===== src/rtl/pulse_period_meter.sv =====
// pulse_period_meter
//   Measures the spacing, in clk_in cycles, between consecutive rising edges
//   of an asynchronous pulse train. This is the inverse of clk_divider: when
//   it is fed clk_divider's clk_out at max_in=N, it reports N. Periods too
//   long for SIZE bits are flagged rather than wrapped.
//
// Parameters
//   SIZE        width of the period counter and period_out (max period 2**SIZE-1)
//   MIN_PERIOD  rising edges seen with count < MIN_PERIOD are ignored (glitch filter)
//
// Ports
//   clk_in        system clock, all logic on posedge
//   reset_in      asynchronous, active-high reset
//   enable_in     1 = measure; 0 = abort and hold in IDLE
//   sig_in        asynchronous pulse train
//   period_out    last measured period; holds between updates
//   valid_out     one-cycle strobe, period_out updated this cycle
//   overflow_out  period exceeded 2**SIZE-1; held until the next accepted edge
module pulse_period_meter #(
  parameter int unsigned SIZE       = 8,
  parameter int unsigned MIN_PERIOD = 1
) (
  input  logic            clk_in,
  input  logic            reset_in,
  input  logic            enable_in,
  input  logic            sig_in,
  output logic [SIZE-1:0] period_out,
  output logic            valid_out,
  output logic            overflow_out
);

  typedef enum logic [1:0] {
    IDLE    = 2'd0,
    MEASURE = 2'd1,
    OVFL    = 2'd2
  } state_t;

  localparam logic [SIZE-1:0] CNT_MAX = '1;
  localparam logic [SIZE-1:0] CNT_ONE = SIZE'(1);
  localparam logic [SIZE-1:0] MIN_CNT = SIZE'(MIN_PERIOD);

  state_t          state;
  logic [SIZE-1:0] cnt;
  logic            s1, s2, s3;
  logic            rise;

  // Synchroniser flops reset to 1 so a sig_in already high at reset release
  // is not mistaken for a rising edge.
  always_ff @(posedge clk_in or posedge reset_in) begin
    if (reset_in) begin
      s1 <= 1'b1;
      s2 <= 1'b1;
      s3 <= 1'b1;
    end else begin
      s1 <= sig_in;
      s2 <= s1;
      s3 <= s2;
    end
  end

  assign rise = s2 & ~s3;

  always_ff @(posedge clk_in or posedge reset_in) begin
    if (reset_in) begin
      state        <= IDLE;
      cnt          <= '0;
      period_out   <= '0;
      valid_out    <= 1'b0;
      overflow_out <= 1'b0;
    end else begin
      valid_out <= 1'b0;
      if (!enable_in) begin
        // Abort dominates any edge; the last result and overflow flag hold.
        state <= IDLE;
        cnt   <= '0;
      end else begin
        case (state)
          IDLE, OVFL: begin
            // First edge (or first edge after overflow) only starts a count;
            // there is no valid period to report yet.
            if (rise) begin
              state        <= MEASURE;
              cnt          <= CNT_ONE;
              overflow_out <= 1'b0;
            end
          end
          MEASURE: begin
            if (rise && (cnt >= MIN_CNT)) begin
              // Accepting an edge takes priority over saturation, so a period
              // of exactly 2**SIZE-1 is still reported.
              period_out <= cnt;
              valid_out  <= 1'b1;
              cnt        <= CNT_ONE;
            end else if (cnt == CNT_MAX) begin
              // Saturate instead of wrapping; the count is no longer meaningful.
              state        <= OVFL;
              overflow_out <= 1'b1;
            end else begin
              cnt <= cnt + CNT_ONE;
            end
          end
          default: begin
            state <= IDLE;
            cnt   <= '0;
          end
        endcase
      end
    end
  end

endmodule

===== config.mk =====
export PLATFORM = sky130hd
export DESIGN_NAME = pulse_period_meter
export DESIGN_NICKNAME = d
export VERILOG_FILES = /design/src/rtl/pulse_period_meter.sv
export SDC_FILE = /design/constraint.sdc
export NUM_CORES = 1
export LEC_CHECK = 0
export BUFFER_PORTS_ARGS = -buffer_cell sky130_fd_sc_hd__buf_2
export CORE_AREA = 2 2 55 57
export DETAILED_ROUTE_END_ITERATION = 7
export DIE_AREA = 0 0 57 59
export GPL_TIMING_DRIVEN = 0
export HOLD_SLACK_MARGIN = 0.15
export PLACE_DENSITY = 0.65
export SLEW_MARGIN = 20
export SYNTH_ARGS = -nofsm -noshare
export SYNTH_HDL_FRONTEND = slang
export SYNTH_SLANG_ARGS = --single-unit

===== constraint.sdc =====
create_clock -name clk_in -period 1.7 [get_ports clk_in]
set_input_delay 0.085 -clock clk_in [delete_from_list [all_inputs] [get_ports clk_in]]
set_output_delay 0.085 -clock clk_in [all_outputs]
set_load 0.02 [all_outputs]

# Word-level counts from Yosys, hierarchy flattened
# Index checks and enable logic that the tools add are counted.
op_classes:
  bitwise: 2
  n_eq_ne: 10
  n_addsub: 1
  order_cmp: 1
  muxes: 17
  reduce_logical: 8
ops:
  columns: ["cell", "count"]
  rows:
  - ["$mux 8", 4]
  - ["$pmux 8 s2", 1]
  - ["$ne 3x3->1 const B", 3]
  - ["$add 8x1->8 const B", 1]
  - ["$eq 8x8->1 const B", 1]
  - ["$ge 8x1->1 const B", 1]
  - ["$mux 2", 4]
  - ["$mux 1", 6]
  - ["$ne 2x2->1 const B", 3]
  - ["$reduce_and 3->1", 2]
  - ["$reduce_and 5->1", 1]
  - ["$ne 4x4->1 const B", 1]
  - ["$pmux 2 s2", 1]
  - ["$eq 2x1->1 const B", 1]
  - ["$eq 2x2->1 const B", 1]
  - ["$logic_not 2->1", 1]
  - ["$pmux 1 s2", 1]
  - ["$reduce_and 2->1", 1]
  - ["$reduce_bool 2->1", 1]
  - ["$reduce_or 2->1", 1]
  - ["$and 1x1->1", 1]
  - ["$logic_and 1x1->1", 1]
  - ["$not 1->1", 1]
totals:
  wordCells: 47
  output_inout_bits: 10
  in_bits: 4
  reg_bits: 23

# Longest topological paths before layout
depth:
  depth_word: 6
  mapped_depth: 7
  mapped_depth_nobuf: 6

# Worst setup path before layout
# OpenSTA, ideal clock, no wires.
synth_path:
  kind: "register to register"
  from: "reg cnt[0]"
  to: "reg period_out[0]"
  setup_ns: 0.125
  path_stages_with_launch: 8
  required_time_ns: 1.575
  path_buffers: 1
  t_arrival_ns: 1.631
  synth_period_minus_slack_ns: 1.756
  setup_slack_ns: -0.056
  path_cell_list: "dfrtp_1 inv_1 ha_1 nor4b_2 a21oi_2 nor2b_1 buf_6 mux2_4"
synth_between:
  elab_chain_len: 3
synth_rtl:
  columns: ["item", "line", "text"]
  rows:
  - ["from (decl)", "43", "logic [SIZE-1:0] cnt;"]
  - ["from (signal assigned)", "99", "cnt <= cnt + CNT_ONE;"]
  - ["$ge 8x1->1", "88", "if (rise && (cnt >= MIN_CNT)) begin"]
  - ["$logic_and 1x1->1", "88", null]
  - ["$reduce_and 3->1 (no source line)", null, null]
  - ["to (signal assigned)", "91", "period_out <= cnt;"]
  - ["to (decl)", "27", "output logic [SIZE-1:0] period_out,"]
# Several ways; a longest one is shown, not always the timed one.
# A chain may end at the register's enable or synchronous reset.

# Worst setup path after layout
layout_path:
  from: "reg cnt[0]"
  to: "reg cnt[1]"
layout_between:
  elab_chain_len: 5
  word_cells_on_any_way: 10
  cone_classes: "add/sub: 1; order compare: 1; eq/ne: 2; mux: 4; reduce/logical: 2"
layout_rtl:
  columns: ["item", "line", "text"]
  rows:
  - ["$add 8x1->8 or $ge 8x1->1 (tied branches)", "99, 88", null]
  - ["$mux 8 or $logic_and 1x1->1 (tied branches)", "94, 88", null]
  - ["$mux 8", "88", null]
  - ["$pmux 8 s2", "77", "case (state)"]
  - ["$mux 8", "72", "if (!enable_in) begin"]
# Several ways; a longest one is shown, not always the timed one. The select of a mux whose other input is x is not followed.

==> impl_metrics.toml <==
[sta]
hold_violations = 0
setup_ws_ns = -0.0120
tightest_slew_ns = 0.861
fin_crit_ns = 1.71
relSlewSlack = 0.425
fin_crit_sh = 1.01
drv_slew = 0
rsz0062_at_grt = "true"
fin_skew_ns = 0.00494
setup_viol_count_final = 9
fmax_ghz = 0.584

[critical_path]
r2r_slack_ns = -0.01
reg2reg_from = "cnt[0]"
rr_worst_depth = 7
required_ns = 1.96
arrival_ns = 1.97
max_stage_delay_ns = 0.48
crit_path_top_delay_cell = "dfrtp_2"
crit_fanout = 5
crit_type = "register to register"
r2r_end = "cnt[1]"
crit_chain = "inv_2 > ha_4 > nor4b_4 > a21oi_2 > buf_4 > or3b_1 > mux2i_1"
start_kind = "register"
critPathCaptureType = "register"

[pwr]
switching_power_w = 0.000285
sequentialPowerShare = 0.571
p_int_w = 0.000763
clkPwrFrac = 0.250
leakagePower_nw = 0.645
power_frac_comb = 0.179
power.total_w = 0.00105
ir_drop_mv = 0.503
power_density_nw_per_um2 = 714
sw_frac_of_total = 0.272

[placed_design]
place_area_um2 = 1270
post-dp-hpwl_mm = 1.56
place_congestion = 0.792
pre_cts_ws_ns = -0.207
port_buffers = 13

[floorplan]
num_rows = 19
start_util = 0.426
io_pins = 14
die_w_um = 57
coreArea_um2 = 2710
die-area_um2 = 3360
die_h_um = 59

[drt]
via_count = 876
wire_per_inst_um = 14.9
ant_nets = 0
drt_pass1_iterations = 2
via_per_inst = 5.54
wl_mm = 2.36
route.detailed.drc = 0
drtIter0Drc = 9

[logic_synthesis]
synthTopCellsByArea = "dfrtp_1 43%, mux2_4 10%, dfstp_2 6.8%, ha_1 3.3%, a21oi_1 2.6%"
yosysTopAreaCell = "dfrtp_1"
synthCells = 97
post-synth-top-count-cell = "dfrtp_1"
syn-mean-instance-area_um2 = 11.9
synth_edf_count = 0
synth_common_cells = "20 x dfrtp_1, 8 x mux2_4, 6 x a21oi_1"
synth_cell_type_count = 36
yosys_register_bits = 23
ys_warn_count = 0
synthArstFlopShare = 1.00
netlist_area_um2 = 1150
synth_flop_cell = "dfrtp_1"
seq_area_frac_synth = 0.502
synth_top_cell_area_share = 0.434
syn_nets = 104

[clock_tree]
clockBufferDepth = 2
clkSinkCount = 23
cts_made_buffers = 3
clk_latency_ns = 0.32
cts.clk_slew.worst_paths_ns = 0.12
cts_tree = "done"
htreeDepth = 1
cts_root_buffer = "clkbuf_4"

[global_route]
grt_util_all_layers = 0.156
grt_pass1_vias = 823
grt_start_max_net_pins = 24
antenna_found_initial = 0
grt_pass1_wl_mm = 3.85
overflow = 0

[min_path]
hp-class = "register to register"
min_delay_path_depth = 0
holdCritStartpoint = "s1"
hold_end = "s2"

[finish]
final_core_util = 0.542
nets = 135
antenna_cells = 0
drive_gt1_frac = 0.472
area_growth_pct = 27.3
post-route-cell-area_um2 = 1470

[status]
violations = "negative setup slack"
status = "finished, violations left"

[run]
cap_violations = 0
## power groups by stage
stage | registers, W | clock network [W] | logic (W)
6_report | 0.000598 | 0.000262 | 0.000188
5_1_grt | 0.000601 | 0.000297 | 0.000206
4_1_cts | 0.000598 | 0.000265 | 0.000173
3_5_place_dp | 0.000604 | 0 | 0.000145
3_3_place_gp | 0.000603 | 0 | 0.000139
2_1_floorplan | 0.000616 | 0 | 0.0000904
## state kept, by name, indices dropped and copies added (netlist names)
name and count:
valid_out 1, s1 1, s3 1, cnt 8
overflow_out 1, s2 1, state 2, period_out 8
## worst max-delay path by stage
stage | from | endpoint | slack (ns) | depth (start not counted)
3_3_place_gp | cnt[0] | period_out[5] | -0.16 | 7
5_1_grt | cnt[0] | cnt[1] | -0.09 | 7
3_5_place_dp | cnt[1] | period_out[0] | -0.21 | 7
2_1_floorplan | cnt[0] | period_out[0] | 0.01 | 7
6_report | cnt[0] | cnt[1] | -0.01 | 7
4_1_cts | cnt[0] | cnt[1] | -0.04 | 7
## per-stage QoR
stage,hold slack [ns],instances,setup TNS [ns]
detailed placement,0.191,141,-2.03
global route,0.374,158,-0.744
floorplan,0.0847,97,0
CTS,0.370,151,-0.0480
finish,0.367,158,-0.0747
global placement,0.192,141,-1.62
## cells in the final DEF (no fill, tap or decap), drive strengths merged, types with 3 or more instances in the layout
cell type     n
o31ai         4
or4           4
dfstp         3
inv           5
o21ai         3
mux2          8
nor2b         3
dlygate4sd3   3
nand3         3
clkbuf        4
ha            3
dfrtp        20
buf          25
a21oi         7
nand2         4
## critical path, delay by kind of cell, from the launching register on
kind,cells,cell delay (ns)
AOI/OAI and AO/OA,1,0.10
adders and majority gates,1,0.13
buffers and inverters,2,0.26
DFF,1,0.48
muxes,1,0.12
and+or+nand+nor,2,0.56
## per-layer routing
metal  vias up  routed length [um]  global-route usage
met5         -                   0                   0
met4         0                  74              0.0997
met3         5                  73              0.0284
met2        15                1190               0.263
met1       429                1020               0.184
li1        427                   -                   -
## cell families after synthesis
| kind of cell | after synthesis | synth area share |
|---|---|---|
| buf+inv | 7 | 0.0293 |
| mux | 10 | 0.121 |
| simple gates | 31 | 0.180 |
| compound gates | 23 | 0.134 |
| flops | 23 | 0.502 |
| fa+ha+maj | 3 | 0.0325 |
## repair_timing
item,CTS,global route
endpoints found under the hold margin,22,0
pin swaps,2,6
resized for setup,9,6
buffers inserted,4,9
setup endpoints to repair,16,17
hold buffers,3,0
## cell type report
| type | count | area, um2 |
|---|---|---|
| Fill cell | 238 | 1240 |
| Multi-Input combinational cell | 67 | 602 |
| Sequential cell | 23 | 586 |
| Timing Repair Buffer | 28 | 198 |
| Tap cell | 31 | 38.8 |
| Clock buffer | 4 | 26.3 |
| Inverter | 5 | 18.8 |
(Power assumes the default switching activity.)
